==> src/rtl/save_ctrl_pkg.sv <==
// Shared definitions for the save-point controller: state encoding, save-point
// placement, respawn defaults and the hit-box helper.
package save_ctrl_pkg;

    typedef enum logic [1:0] {
        ST_ALIVE   = 2'd0,
        ST_SAVING  = 2'd1,
        ST_DEAD    = 2'd2,
        ST_RESPAWN = 2'd3
    } save_state_e;

    localparam int unsigned NUM_SAVES = 4;
    localparam int unsigned CNT_W     = 25;
    localparam int unsigned BOX_SIZE  = 32;

    localparam logic [9:0] HIT_MARGIN_X = 10'd3;
    localparam logic [9:0] HIT_MARGIN_Y = 10'd7;

    localparam logic [9:0] DEFAULT_X = 10'd32;
    localparam logic [9:0] DEFAULT_Y = 10'd400;

    // Index 0 is the rightmost entry. Save 3 sits near the origin so its
    // lower hit bounds clamp to zero.
    localparam logic [NUM_SAVES-1:0][9:0] SAVE_X = {10'd2, 10'd320, 10'd300, 10'd95};
    localparam logic [NUM_SAVES-1:0][9:0] SAVE_Y = {10'd4, 10'd210, 10'd200, 10'd320};

    // Widened to 11 bits so the upper bound cannot wrap near the screen edge.
    function automatic logic in_box(input logic [9:0] kx, input logic [9:0] ky,
                                    input logic [9:0] sx, input logic [9:0] sy);
        logic [10:0] lo_x;
        logic [10:0] hi_x;
        logic [10:0] lo_y;
        logic [10:0] hi_y;
        lo_x = (sx >= HIT_MARGIN_X) ? {1'b0, sx - HIT_MARGIN_X} : 11'd0;
        lo_y = (sy >= HIT_MARGIN_Y) ? {1'b0, sy - HIT_MARGIN_Y} : 11'd0;
        hi_x = {1'b0, sx} + 11'(BOX_SIZE) + {1'b0, HIT_MARGIN_X};
        hi_y = {1'b0, sy} + 11'(BOX_SIZE) + {1'b0, HIT_MARGIN_Y};
        return ({1'b0, kx} >= lo_x) && ({1'b0, kx} < hi_x) &&
               ({1'b0, ky} >= lo_y) && ({1'b0, ky} < hi_y);
    endfunction

endpackage

==> src/rtl/save_ctrl_hit.sv <==
// Combinational kid-versus-save-point box test; one hit bit per save point.
module save_hit
    import save_ctrl_pkg::*;
(
    input  logic [9:0]           kid_x,
    input  logic [9:0]           kid_y,
    output logic [NUM_SAVES-1:0] hit
);

    always_comb begin
        hit = '0;
        for (int i = 0; i < NUM_SAVES; i++) begin
            hit[i] = in_box(kid_x, kid_y, SAVE_X[i], SAVE_Y[i]);
        end
    end

endmodule

==> src/rtl/save_ctrl.sv <==
// Save-point controller: records triggered saves, flashes an acknowledgement,
// handles death, the minimum dead time and respawn at the last save.
module save_ctrl
    import save_ctrl_pkg::*;
#(
    parameter int unsigned FLASH_CYC    = 25000000,
    parameter int unsigned MIN_DEAD_CYC = 1000000
) (
    input  logic                 clk,
    input  logic                 rst,
    input  logic [9:0]           kid_x,
    input  logic [9:0]           kid_y,
    input  logic                 shoot,
    input  logic                 kid_dead,
    input  logic                 restart,
    output logic [NUM_SAVES-1:0] saved_mask,
    output logic                 save_flash,
    output logic [9:0]           respawn_x,
    output logic [9:0]           respawn_y,
    output logic                 respawn_load,
    output logic [1:0]           state
);

    save_state_e          state_q, state_d;
    logic [CNT_W-1:0]     cnt_q, cnt_d;
    logic [NUM_SAVES-1:0] mask_q, mask_d;
    logic [9:0]           rx_q, rx_d;
    logic [9:0]           ry_q, ry_d;
    logic                 shoot_q, shoot_d;
    logic                 restart_q, restart_d;
    logic                 armed_q, armed_d;

    logic [NUM_SAVES-1:0] hit;
    logic [1:0]           sel;
    logic                 shoot_rise;
    logic                 restart_rise;

    save_hit u_hit (
        .kid_x (kid_x),
        .kid_y (kid_y),
        .hit   (hit)
    );

    // armed_q stays low for the first cycle after reset so a key already held
    // then is captured into the edge register without counting as a press.
    assign shoot_rise   = armed_q & shoot   & ~shoot_q;
    assign restart_rise = armed_q & restart & ~restart_q;

    always_comb begin
        sel = 2'd0;
        for (int i = NUM_SAVES - 1; i >= 0; i--) begin
            if (hit[i]) sel = 2'(i);
        end
    end

    always_comb begin
        state_d   = state_q;
        mask_d    = mask_q;
        rx_d      = rx_q;
        ry_d      = ry_q;
        shoot_d   = shoot;
        restart_d = restart;
        armed_d   = 1'b1;
        case (state_q)
            ST_ALIVE: begin
                if (kid_dead) begin
                    state_d = ST_DEAD;
                end else if (restart_rise) begin
                    state_d = ST_RESPAWN;
                end else if (shoot_rise && (|hit)) begin
                    mask_d      = mask_q | (NUM_SAVES'(1) << sel);
                    rx_d        = SAVE_X[sel];
                    ry_d        = SAVE_Y[sel];
                    state_d     = ST_SAVING;
                end
            end
            ST_SAVING: begin
                if (kid_dead) begin
                    state_d = ST_DEAD;
                end else if (restart_rise) begin
                    state_d = ST_RESPAWN;
                end else if (cnt_q >= CNT_W'(FLASH_CYC - 1)) begin
                    state_d = ST_ALIVE;
                end
            end
            ST_DEAD: begin
                if (restart_rise && (cnt_q >= CNT_W'(MIN_DEAD_CYC))) begin
                    state_d = ST_RESPAWN;
                end
            end
            ST_RESPAWN: begin
                state_d = ST_ALIVE;
            end
            default: begin
                state_d = ST_ALIVE;
            end
        endcase

        // One counter serves both flash and dead timing: restart on every
        // state change, otherwise count up and hold at the top.
        if (state_d != state_q) begin
            cnt_d = '0;
        end else if (&cnt_q) begin
            cnt_d = cnt_q;
        end else begin
            cnt_d = cnt_q + CNT_W'(1);
        end
    end

    always_ff @(posedge clk) begin
        if (rst) begin
            state_q   <= ST_ALIVE;
            cnt_q     <= '0;
            mask_q    <= '0;
            rx_q      <= DEFAULT_X;
            ry_q      <= DEFAULT_Y;
            shoot_q   <= 1'b0;
            restart_q <= 1'b0;
            armed_q   <= 1'b0;
        end else begin
            state_q   <= state_d;
            cnt_q     <= cnt_d;
            mask_q    <= mask_d;
            rx_q      <= rx_d;
            ry_q      <= ry_d;
            shoot_q   <= shoot_d;
            restart_q <= restart_d;
            armed_q   <= armed_d;
        end
    end

    assign saved_mask   = mask_q;
    assign save_flash   = (state_q == ST_SAVING);
    assign respawn_load = (state_q == ST_RESPAWN);
    assign respawn_x    = rx_q;
    assign respawn_y    = ry_q;
    assign state        = state_q;

endmodule

==> config.mk <==
export PLATFORM = sky130hd
export DESIGN_NAME = save_ctrl
export DESIGN_NICKNAME = d
export VERILOG_FILES = /design/src/rtl/save_ctrl_pkg.sv /design/src/rtl/save_ctrl_hit.sv /design/src/rtl/save_ctrl.sv
export SDC_FILE = /design/constraint.sdc
export NUM_CORES = 1
export LEC_CHECK = 0
export ABC_AREA = 1
export CORE_MARGIN = 3
export CORE_UTILIZATION = 50
export DETAILED_ROUTE_END_ITERATION = 8
export PLACE_DENSITY = 0.76
export SYNTH_ARGS = -nofsm -noshare
export SYNTH_HDL_FRONTEND = slang
export SYNTH_SLANG_ARGS = --single-unit
==> constraint.sdc <==
create_clock -name clk -period 2.2 [get_ports clk]
set_clock_uncertainty 0.05 [all_clocks]
set_input_delay 0.55 -clock clk [delete_from_list [all_inputs] [get_ports clk]]
set_output_delay 0.55 -clock clk [all_outputs]
set_load 0.01 [all_outputs]
==> results.tsv, run 1 <==
metric	value	unit
status	finished, final reports clean	
die_h	83.2	um
slowest_delay	0.28	ns
peakVddDrop	0.323	mV
wl_met3	384	um
place_inst	593	
fin_crit	2.18	ns
start_util	0.528	
vias_per_cell	5.02	
final_util	0.751	
finalMaxSlewViolations	0	
diodes	0	
synth_seq_cells	47	
cp.required	2.35	ns
gp_congestion	0.930	
ys_types	32	
final_hold_viol_count	0	
synth_area	2980	um^2
cp_max_fo	5	
ys_warn_count	0	
timing_worst_setup_path_type	input port to flip-flop	
finalSetupTns	0	ns
ctsLongestPathBuffers	2	
cts_buffers	5	
fin_ws	0.0219	ns
cp-end-kind	flip-flop	
grt_use_total	0.216	
grt_pass1_wl	12.7	mm
area_growth	42.0	%
htree_levels	2	
path_cells	clkbuf_4 > inv_4 > nand2_4 > nor2_4 > nand2_1 > nand2_2 > nand3_2 > nor2_4 > nor2_4 > nand2_2 > nand2_2 > buf_4 > nor3_4 > buf_4 > clkinvlp_4 > nand2_1 > a21oi_1	
fmax	459	MHz
place_area	3730	um^2
p_leak	1.82	nW
layout-drive-gt1-share	0.342	
cts_root_buf	clkbuf_8	
first_pass_iters	4	
routed_wl	8.04	mm
maxCapViolations	0	
syn_inst	448	
cp_top_family	simple AND/OR/NAND/NOR gates	
final_nets	576	
fin_area	4240	um^2
die_w	83.2	um
num_vias	3102	
cts_tree	built	
cp.arrival	2.33	ns
pre_cts_slack	-0.502	ns
dp_hpwl	5.56	mm
final_common_cell	nand2_1	
fillers	430	
clock-sinks	47	
insertion_delay	0.31	ns
io_buffers	47	
hp-start	saved_mask[1]	
path_buf_inv	5	
initialDrtViolationCount	164	
layout.cells.non_filler	618	
synth-seq-area-share	0.316	
ios	53	
grt_pass1_vias	2944	
cp-startpoint	kid_x[7]	
rows	27	
grt_max_degree	17	
path_clk_slew	0.09	ns
setup_violations	0	
startpoint_type	input port	
fin_crit_sh	0.990	
gr-total-overflow	0	
core	5640	um^2
most-common-layout-cells	nand2_1, inv_1, nor2_1	
antenna_left	0	
drc_errors	0	
hold_path_class	flip-flop to flip-flop	
power_density	438	nW/um^2
r2r-start	cnt_q[1]	
wl_met1	3.47	mm
cp_slowest_cell	nor3_4	
wl_met2	4.07	mm
dr.max_layer_used	met4	
die_area	6930	um^2
syn_avg_cell_area	6.66	um^2
wire_per_inst	13.0	um
antenna_found_initial	0	
==> sequential cells by signal, indices dropped and copies added (netlist names) <==
signal	flops
armed_q	1
cnt_q	25
respawn_x	6
respawn_y	7
restart_q	1
saved_mask	4
shoot_q	1
state	2
==> layer usage <==
| layer | vias to the layer above | global-route usage |
|---|---|---|
| met2 | 81 | 0.380 |
| met1 | 1423 | 0.262 |
| met5 | - | 0 |
| met3 | 16 | 0.0536 |
| li1 | 1582 | - |
| met4 | 0 | 0.0535 |
==> Yosys cell counts (all sizes together) <==
cell	count	share of area
a31oi	1	0.0021
nor4	3	0.0063
clkbuf	1	0.0013
and3	1	0.0021
clkinv	1	0.0013
conb	1	0.0013
o211ai	2	0.0050
buf	10	0.031
nand2	104	0.14
nor3	18	0.034
o21ai	12	0.020
xor2	20	0.059
dfxtp	47	0.32
nand4	10	0.021
nand3b	1	0.0025
xnor2	2	0.0059
a21boi	1	0.0025
nand3	28	0.051
ha	6	0.025
a21oi	19	0.033
nor2	89	0.15
inv	71	0.089
==> report_power, final <==
| part | internal (mW) | total (mW) | switching (mW) |
|---|---|---|---|
| registers | 0.860 | 0.868 | 0.00834 |
| logic | 0.149 | 0.323 | 0.174 |
| clock network | 0.345 | 0.665 | 0.320 |
| total | 1.35 | 1.86 | 0.503 |
==> area by class of cell <==
class | count | area [um^2] | share of cell area
Tap cell | 72 | 90.1 | 0.0213
Timing Repair Buffer | 96 | 853 | 0.201
Timing Repair inverter | 1 | 7.51 | 0.00177
Inverter | 72 | 278 | 0.0656
Multi-Input combinational cell | 322 | 1940 | 0.458
Clock inverter | 3 | 47.5 | 0.0112
Clock buffer | 5 | 68.8 | 0.0162
Sequential cell | 47 | 952 | 0.225
==> timing repair <==
action	4_1_cts	5_1_grt
pin swaps	15	36
cloned	2	1
gates resized for setup	47	110
buffers inserted	5	9
setup endpoints to repair	42	43
hold buffers	0	0
==> path summary, 6_finish.rpt <==
path	endpoint	slack, ns	cells past startpoint
min reg2reg	saved_mask[1]	0.41	2
min	saved_mask[1]	0.41	2
max reg2reg	cnt_q[13]	0.10	17
max	respawn_y[3]	0.02	17
==> worst register-to-register path, delay by kind of cell, from the launching register on <==
family / cells / cell delay [ns]
AND/OR/NAND/NOR: 12 / 0.92
buffers and inverters: 3 / 0.39
adder cells (fa/ha/maj): 1 / 0.14
AO/OA/AOI/OAI: 1 / 0.12
flip-flops: 1 / 0.38
==> per-stage QoR <==
step | hold slack (ns) | power, mW
floorplan | 0.424 | 1.03
global placement | 0.392 | 1.13
detailed placement | 0.393 | 1.14
global route | 0.448 | 1.92
finish | 0.411 | 1.86
CTS | 0.411 | 1.84
==> logic make-up after synthesis <==
| family | synth area share |
|---|---|
| adders and majority gates | 0.0252 |
| and+or+nand+nor | 0.408 |
| xor gates and xnor gates | 0.0646 |
| DFF | 0.316 |
| other | 0.00126 |
| buffers and inverters | 0.123 |
| AOI/OAI and AO/OA | 0.0629 |
Note: power is estimated with default switching activity, not from simulation.
==> inputs of run 2 (changes only) <==
- GPL_ROUTABILITY_DRIVEN: not set -> 0
==> run 2 against run 1 <==
Final cell count up 0.16%. Non-clock buffer count up 2. Critical path depth up 2. Via count increased by 3.4%. Combinational power up 2%. Sequential share of layout area fell by 0.32 points. Worst hold slack got worse by 0.0041 ns. Global-route usage about the same. Count of clock-buffer cells in the layout unchanged. Die area unchanged. Worst setup slack better by 0.019 ns. Critical endpoint is now cnt_q[1]. Largest cell class unchanged.
==> results.tsv, run 2 (synthesis gave the netlist of run 1 again) <==
metric	value	unit	change
cp-end-kind	flip-flop		
ios	53		unchanged
holdBufCountCts	0		unchanged
final_nets	577		+0.17%
die_w	83.2	um	unchanged
htree_levels	2		unchanged
diodes	0		unchanged
clock-sinks	47		unchanged
ctsLongestPathBuffers	2		unchanged
grt_pass1_vias	3016		+2.4%
grt_pass1_wl	12.8	mm	+0.39%
vias_per_cell	5.18		+3.2%
gr-total-overflow	0		unchanged
cts_buffers	5		unchanged
maxCapViolations	0		unchanged
grt_use_total	0.216		+0.000325
initialDrtViolationCount	201		+23%
cp.arrival	2.35	ns	+0.02 ns
area_growth	43.9	%	
io_buffers	47		unchanged
antenna_left	0		unchanged
fin_crit	2.16	ns	-0.0192 ns
drc_errors	0		unchanged
die_h	83.2	um	unchanged
first_pass_iters	4		unchanged
finalMaxSlewViolations	0		unchanged
final_common_cell	nand2_1		
cp.required	2.39	ns	+0.04 ns
crit_top_cell	nand2_2		
start_util	0.528		unchanged
p_sw	0.497	mW	-1.2%
insertion_delay	0.30	ns	about the same
die_area	6930	um^2	unchanged
rows	27		unchanged
pwr-share-seq	0.470		+0.002
startpoint_type	input port		
layout-drive-gt1-share	0.349		+0.00669
fmax	463	MHz	+0.89%
cts_root_buf	clkbuf_8		
cts_tree	built		
fin_crit_sh	0.981		-0.00871
comb_power_share	0.179		+0.005
fillers	372		-13%
peakVddDrop	0.367	mV	+13%
wire_per_inst	13.4	um	+3.3%
most-common-layout-cells	nand2_1, inv_1, nor2_1		
p_leak	1.85	nW	+1.2%
cp_max_fo	6		+1
swShare	0.269		-0.00174
top_register	cnt_q		
antenna_found_initial	0		unchanged
slowest_delay	0.16	ns	-0.12 ns
status	finished, final reports clean		
p_clk_frac	0.351		-0.007
power_density	430	nW/um^2	-1.9%
routed_wl	8.32	mm	+3.5%
dp_hpwl	5.40	mm	-2.9%
largest_reg_flops	25		unchanged
cp_slowest_cell	clkbuf_2		
fin_hold_ws	0.407	ns	-0.00412 ns
final_hold_viol_count	0		unchanged
p_int	1.35	mW	-0.35%
p_total	1.85	mW	-0.59%
grt_max_degree	16		-1
path_clk_slew	0.10	ns	about the same
num_vias	3206		+3.4%
path_cells	clkbuf_2 > nand2_1 > nor2_1 > nand3_1 > nand2_1 > nand2_2 > nor2_4 > nor2_4 > nand2_2 > nand2_4 > nand2_2 > nand2_2 > nand2_2 > nand2_2 > nand2_2 > nand3_4 > buf_12 > buf_12 > nor2_1		
core	5640	um^2	unchanged
setup_violations	0		unchanged
timing_worst_setup_path_type	input port to flip-flop		
hold_path_class	flip-flop to flip-flop		
[run 2: cell count changes in the layout (fill, tap and decap cells not counted), moves of 2 or more]
cell,change
inv_4,-2
buf_6,+3
nor2_2,+2
nor2_4,+4
nand3_2,-2
nor2_1,-6
inv_1,+3
nand3_4,+2
clkbuf_4,-2
[run 2: worst max-delay path, delay by kind of cell]
kind,cells,cell delay [ns]
AND/OR/NAND/NOR,16,1.33
buffers and inverters,3,0.45
[run 2: stage by stage]
stage / setup TNS (ns) / worst slack [ns] / util / instance area, um^2 / cells
after floorplan: 0 / 0.167 / - / 3000 / 452
after global placement: -17.14 / -0.454 / 0.665 / 3750 / 595
after detailed placement: -19.62 / -0.508 / 0.665 / 3750 / 595
after CTS: 0 / 0.0156 / 0.725 / 4090 / 615
after global routing: -1.57 / -0.0839 / 0.761 / 4290 / 619
final: 0 / 0.0410 / 0.761 / 4290 / 619
[run 2: worst paths after layout]
| check | depth (start not counted) | slack (ns) | startpoint | endpoint |
|---|---|---|---|---|
| max | 19 | 0.04 | kid_x[4] | cnt_q[1] |
| min | 2 | 0.41 | saved_mask[0] | saved_mask[0] |
| max reg2reg | 15 | 0.11 | cnt_q[10] | cnt_q[1] |
| min reg2reg | 2 | 0.41 | saved_mask[0] | saved_mask[0] |
[run 2: what timing repair did]
action | CTS | global route
buffers inserted | 10 | 4
setup endpoints to repair | 42 | 43
gates cloned | 2 | 0
pin swaps | 19 | 29
gates resized for setup | 59 | 101
[run 2: power groups by stage]
stage | Clock [mW] | Sequential, mW | Combinational [mW]
finish | 0.647 | 0.868 | 0.330
floorplan | 0 | 0.887 | 0.141
global placement | 0 | 0.885 | 0.246
CTS | 0.650 | 0.866 | 0.300
detailed placement | 0 | 0.886 | 0.251
global route | 0.683 | 0.869 | 0.355
[run 2: area by class of cell]
type	count	area, um^2	share of cell area
Timing Repair Buffer	98	873	0.203
Clock buffer	5	68.8	0.0160
Tap cell	72	90.1	0.0210
Sequential cell	47	951	0.222
Inverter	72	273	0.0636
Multi-Input combinational cell	322	1990	0.464
Clock inverter	3	43.8	0.0102
[run 2: metal layers]
layer  share of wire  track usage  up-vias
met4           0.020       0.0550        0
li1                -            -     1580
met5               0            0        -
met1            0.42        0.265     1484
met2            0.51        0.381      121
met3           0.055       0.0486       21
==> inputs of run 3 (changes only) <==
- SYNTH_HIERARCHICAL: not set -> 1
==> run 3 against run 2 <==
First-iteration DRC count down 26%. Critical path depth down 3. Final area down 2.4%. Sequential power about the same. Final cell count up 3.1%. Non-clock buffer count down 29. Die area up 6.5%. Wire length down 1.4%. Area after synthesis up 7.0%. Critical endpoint is now respawn_x[1].
==> results.tsv, run 3 <==
metric	value	unit	change
clock-sinks	47		unchanged
synthXorXnorAreaFrac	0.0522		-0.0124
synth_mux_area_frac	0		unchanged
diodes	0		unchanged
vias_per_cell	5.20		+0.47%
final_hold_viol_count	0		unchanged
timing_worst_setup_path_type	input port to flip-flop		
routed_wl	8.20	mm	-1.4%
htree_levels	2		unchanged
cp-end-kind	flip-flop		
largest_reg_flops	25		unchanged
top_register	cnt_q		
grt_max_degree	22		+6
synthTopCellsByArea	dfxtp_1, nand2_1, nor2_1, inv_1, nand3_1		
async_flop_share	0		unchanged
cts_root_buf	clkbuf_8		
synth_seq_cells	47		unchanged
finalMaxSlewViolations	0		unchanged
fillers	532		+43%
grt_pass1_wl	13.4	mm	+5.0%
insertion_delay	0.30	ns	about the same
synthAdderAreaFrac	0.0275		+0.00228
ys_types	36		+13%
r2r-start	cnt_q[1]		
layout-drive-gt1-share	0.249		-0.101
antenna_left	0		unchanged
synth-compound-area-share	0.0655		+0.00257
syn_avg_cell_area	6.43	um^2	-3.4%
fin_crit_sh	0.981		about the same
multi_input_area	2120	um^2	+6.6%
synth_top_flop_cell	dfxtp_1		
synth_edf_count	0		unchanged
gr-total-overflow	0		unchanged
antenna_found_initial	0		unchanged
cts_tree	built		
first_pass_iters	5		+1
wire_per_inst	12.9	um	-4.4%
p_leak	1.70	nW	-7.9%
status	finished, final reports clean		
synth_area	3190	um^2	+7.0%
final_common_cell	nand2_1		
yosys.area.top_type	dfxtp_1		
area_growth	31.3	%	
cp-startpoint	kid_y[2]		
synth_simple_gate_area_share	0.442		+0.0342
fin_ws	0.0413	ns	+0.000280 ns
rsz0062_at_grt	true		
cp.arrival	2.36	ns	about the same
regArea	942	um^2	-0.92%
initialDrtViolationCount	148		-26%
path_clk_slew	0.09	ns	about the same
die_h	85.9	um	+3.2%
power_density	456	nW/um^2	+6.0%
peakVddDrop	0.395	mV	+7.7%
die_area	7370	um^2	+6.5%
holdBufCountCts	0		unchanged
synth_common_cells	nand2_1, nor2_1, inv_1, dfxtp_1, nand3_1		
maxCapViolations	0		unchanged
final_util	0.691		-0.0695
io_buffers	47		unchanged
finalSetupTns	0	ns	unchanged
ios	53		unchanged
most-common-layout-cells	nand2_1, nor2_1, inv_1		
ctsLongestPathBuffers	2		unchanged
setup_violations	0		unchanged
synth.top_cell.area_share	0.295		-0.0206
core	6060	um^2	+7.4%
relSlewSlack	0.660		
pre_cts_slack	-0.658	ns	-0.150 ns
synth_top_family_by_area	simple AND/OR/NAND/NOR gates		
cp_max_fo	5		-1
grt_use_total	0.218		+0.00184
hold_path_class	flip-flop to flip-flop		
yosys.cell_count.top_type	nand2_1		
ys_warn_count	6		+6
die_w	85.9	um	+3.2%
fin_crit	2.16	ns	-0.000280 ns
cts_buffers	5		unchanged
startpoint_type	input port		
dp_hpwl	5.89	mm	+9.1%
syn_inst	496		+11%
final_nets	594		+2.9%
num_vias	3320		+3.6%
worst_pin_slew	0.506	ns	
grt_pass1_vias	3142		+4.2%
synth-seq-area-share	0.295		-0.0206
rows	28		+3.7%
drc_errors	0		unchanged
fmax	463	MHz	about the same
hp-start	saved_mask[1]		
start_util	0.526		-0.00228
cp.required	2.40	ns	about the same
[run 3: cell types whose count changed in the layout (fill, tap and decap cells not counted), moves of 9 or more]
cell      before  now
nor2_1        42   88
buf_4         41   20
nand3_1       16   31
clkbuf_2      15    1
nand2_1       80   93
a21oi_1       17    7
a21oi_2        2   12
nor2_2        22   12
buf_2          2   11
[run 3: per-stage QoR]
stage	area (um^2)	instances	hold slack (ns)	power [mW]
floorplan	3210	500	0.418	1.04
global placement	3790	622	0.389	1.14
detailed placement	3790	622	0.395	1.15
CTS	3990	632	0.408	1.90
global route	4190	638	0.437	1.98
finish	4190	638	0.410	1.91
[run 3: timing repair]
action,4_1_cts,5_1_grt
gates cloned,0,0
gates resized for setup,75,95
endpoints found under the hold margin,0,0
endpoints found under the setup margin,44,43
pin swaps,19,30
buffers inserted,2,6
[run 3: final timing paths]
| check | end | slack, ns | depth (start not counted) |
|---|---|---|---|
| setup / recovery | respawn_x[1] | 0.04 | 16 |
| hold / removal | saved_mask[1] | 0.41 | 2 |
| hold reg to reg | saved_mask[1] | 0.41 | 2 |
| setup reg to reg | cnt_q[2] | 0.22 | 13 |
[run 3: area by class of cell]
| cell class | instances | area share |
|---|---|---|
| Multi-Input combinational cell | 370 | 0.507 |
| Sequential cell | 47 | 0.225 |
| Timing Repair Buffer | 69 | 0.148 |
| Inverter | 69 | 0.0648 |
| Tap cell | 75 | 0.0224 |
| Clock buffer | 5 | 0.0164 |
| Clock inverter | 3 | 0.0161 |
[run 3: metal layers]
layer,track usage,vias to the layer above,part of all wire
met3,0.0442,25,0.045
met1,0.263,1521,0.43
li1,-,1675,-
met5,0,-,0
met4,0.0806,0,0.029
met2,0.381,99,0.50
[run 3: critical path, stage by stage]
cell and delay, ns:
buf_4 0.13, inv_2 0.06, nand2_2 0.06, nor2_4 0.09, nand3_1 0.09, nand2_1 0.10
nand2_2 0.08, nor2_4 0.16, nor2_1 0.07, nand2_1 0.06, nand4_1 0.13, nor3_2 0.27
buf_4 0.18, buf_6 0.11, buf_6 0.08, o211a_1 0.14
[run 3: where the power goes]
part / total [mW] / leakage [nW] / internal (mW) / switching (mW)
clock network: 0.753 / 0.0644 / 0.453 / 0.300
logic: 0.286 / 1.25 / 0.120 / 0.166
registers: 0.871 / 0.381 / 0.861 / 0.00969
[run 3: cells by family after synthesis]
kind of cell    Yosys count
compound gates           35
xor+xnor                 19
fa+ha+maj                 7
buf+inv                  83
flops                    47
other cells               1
simple gates            304
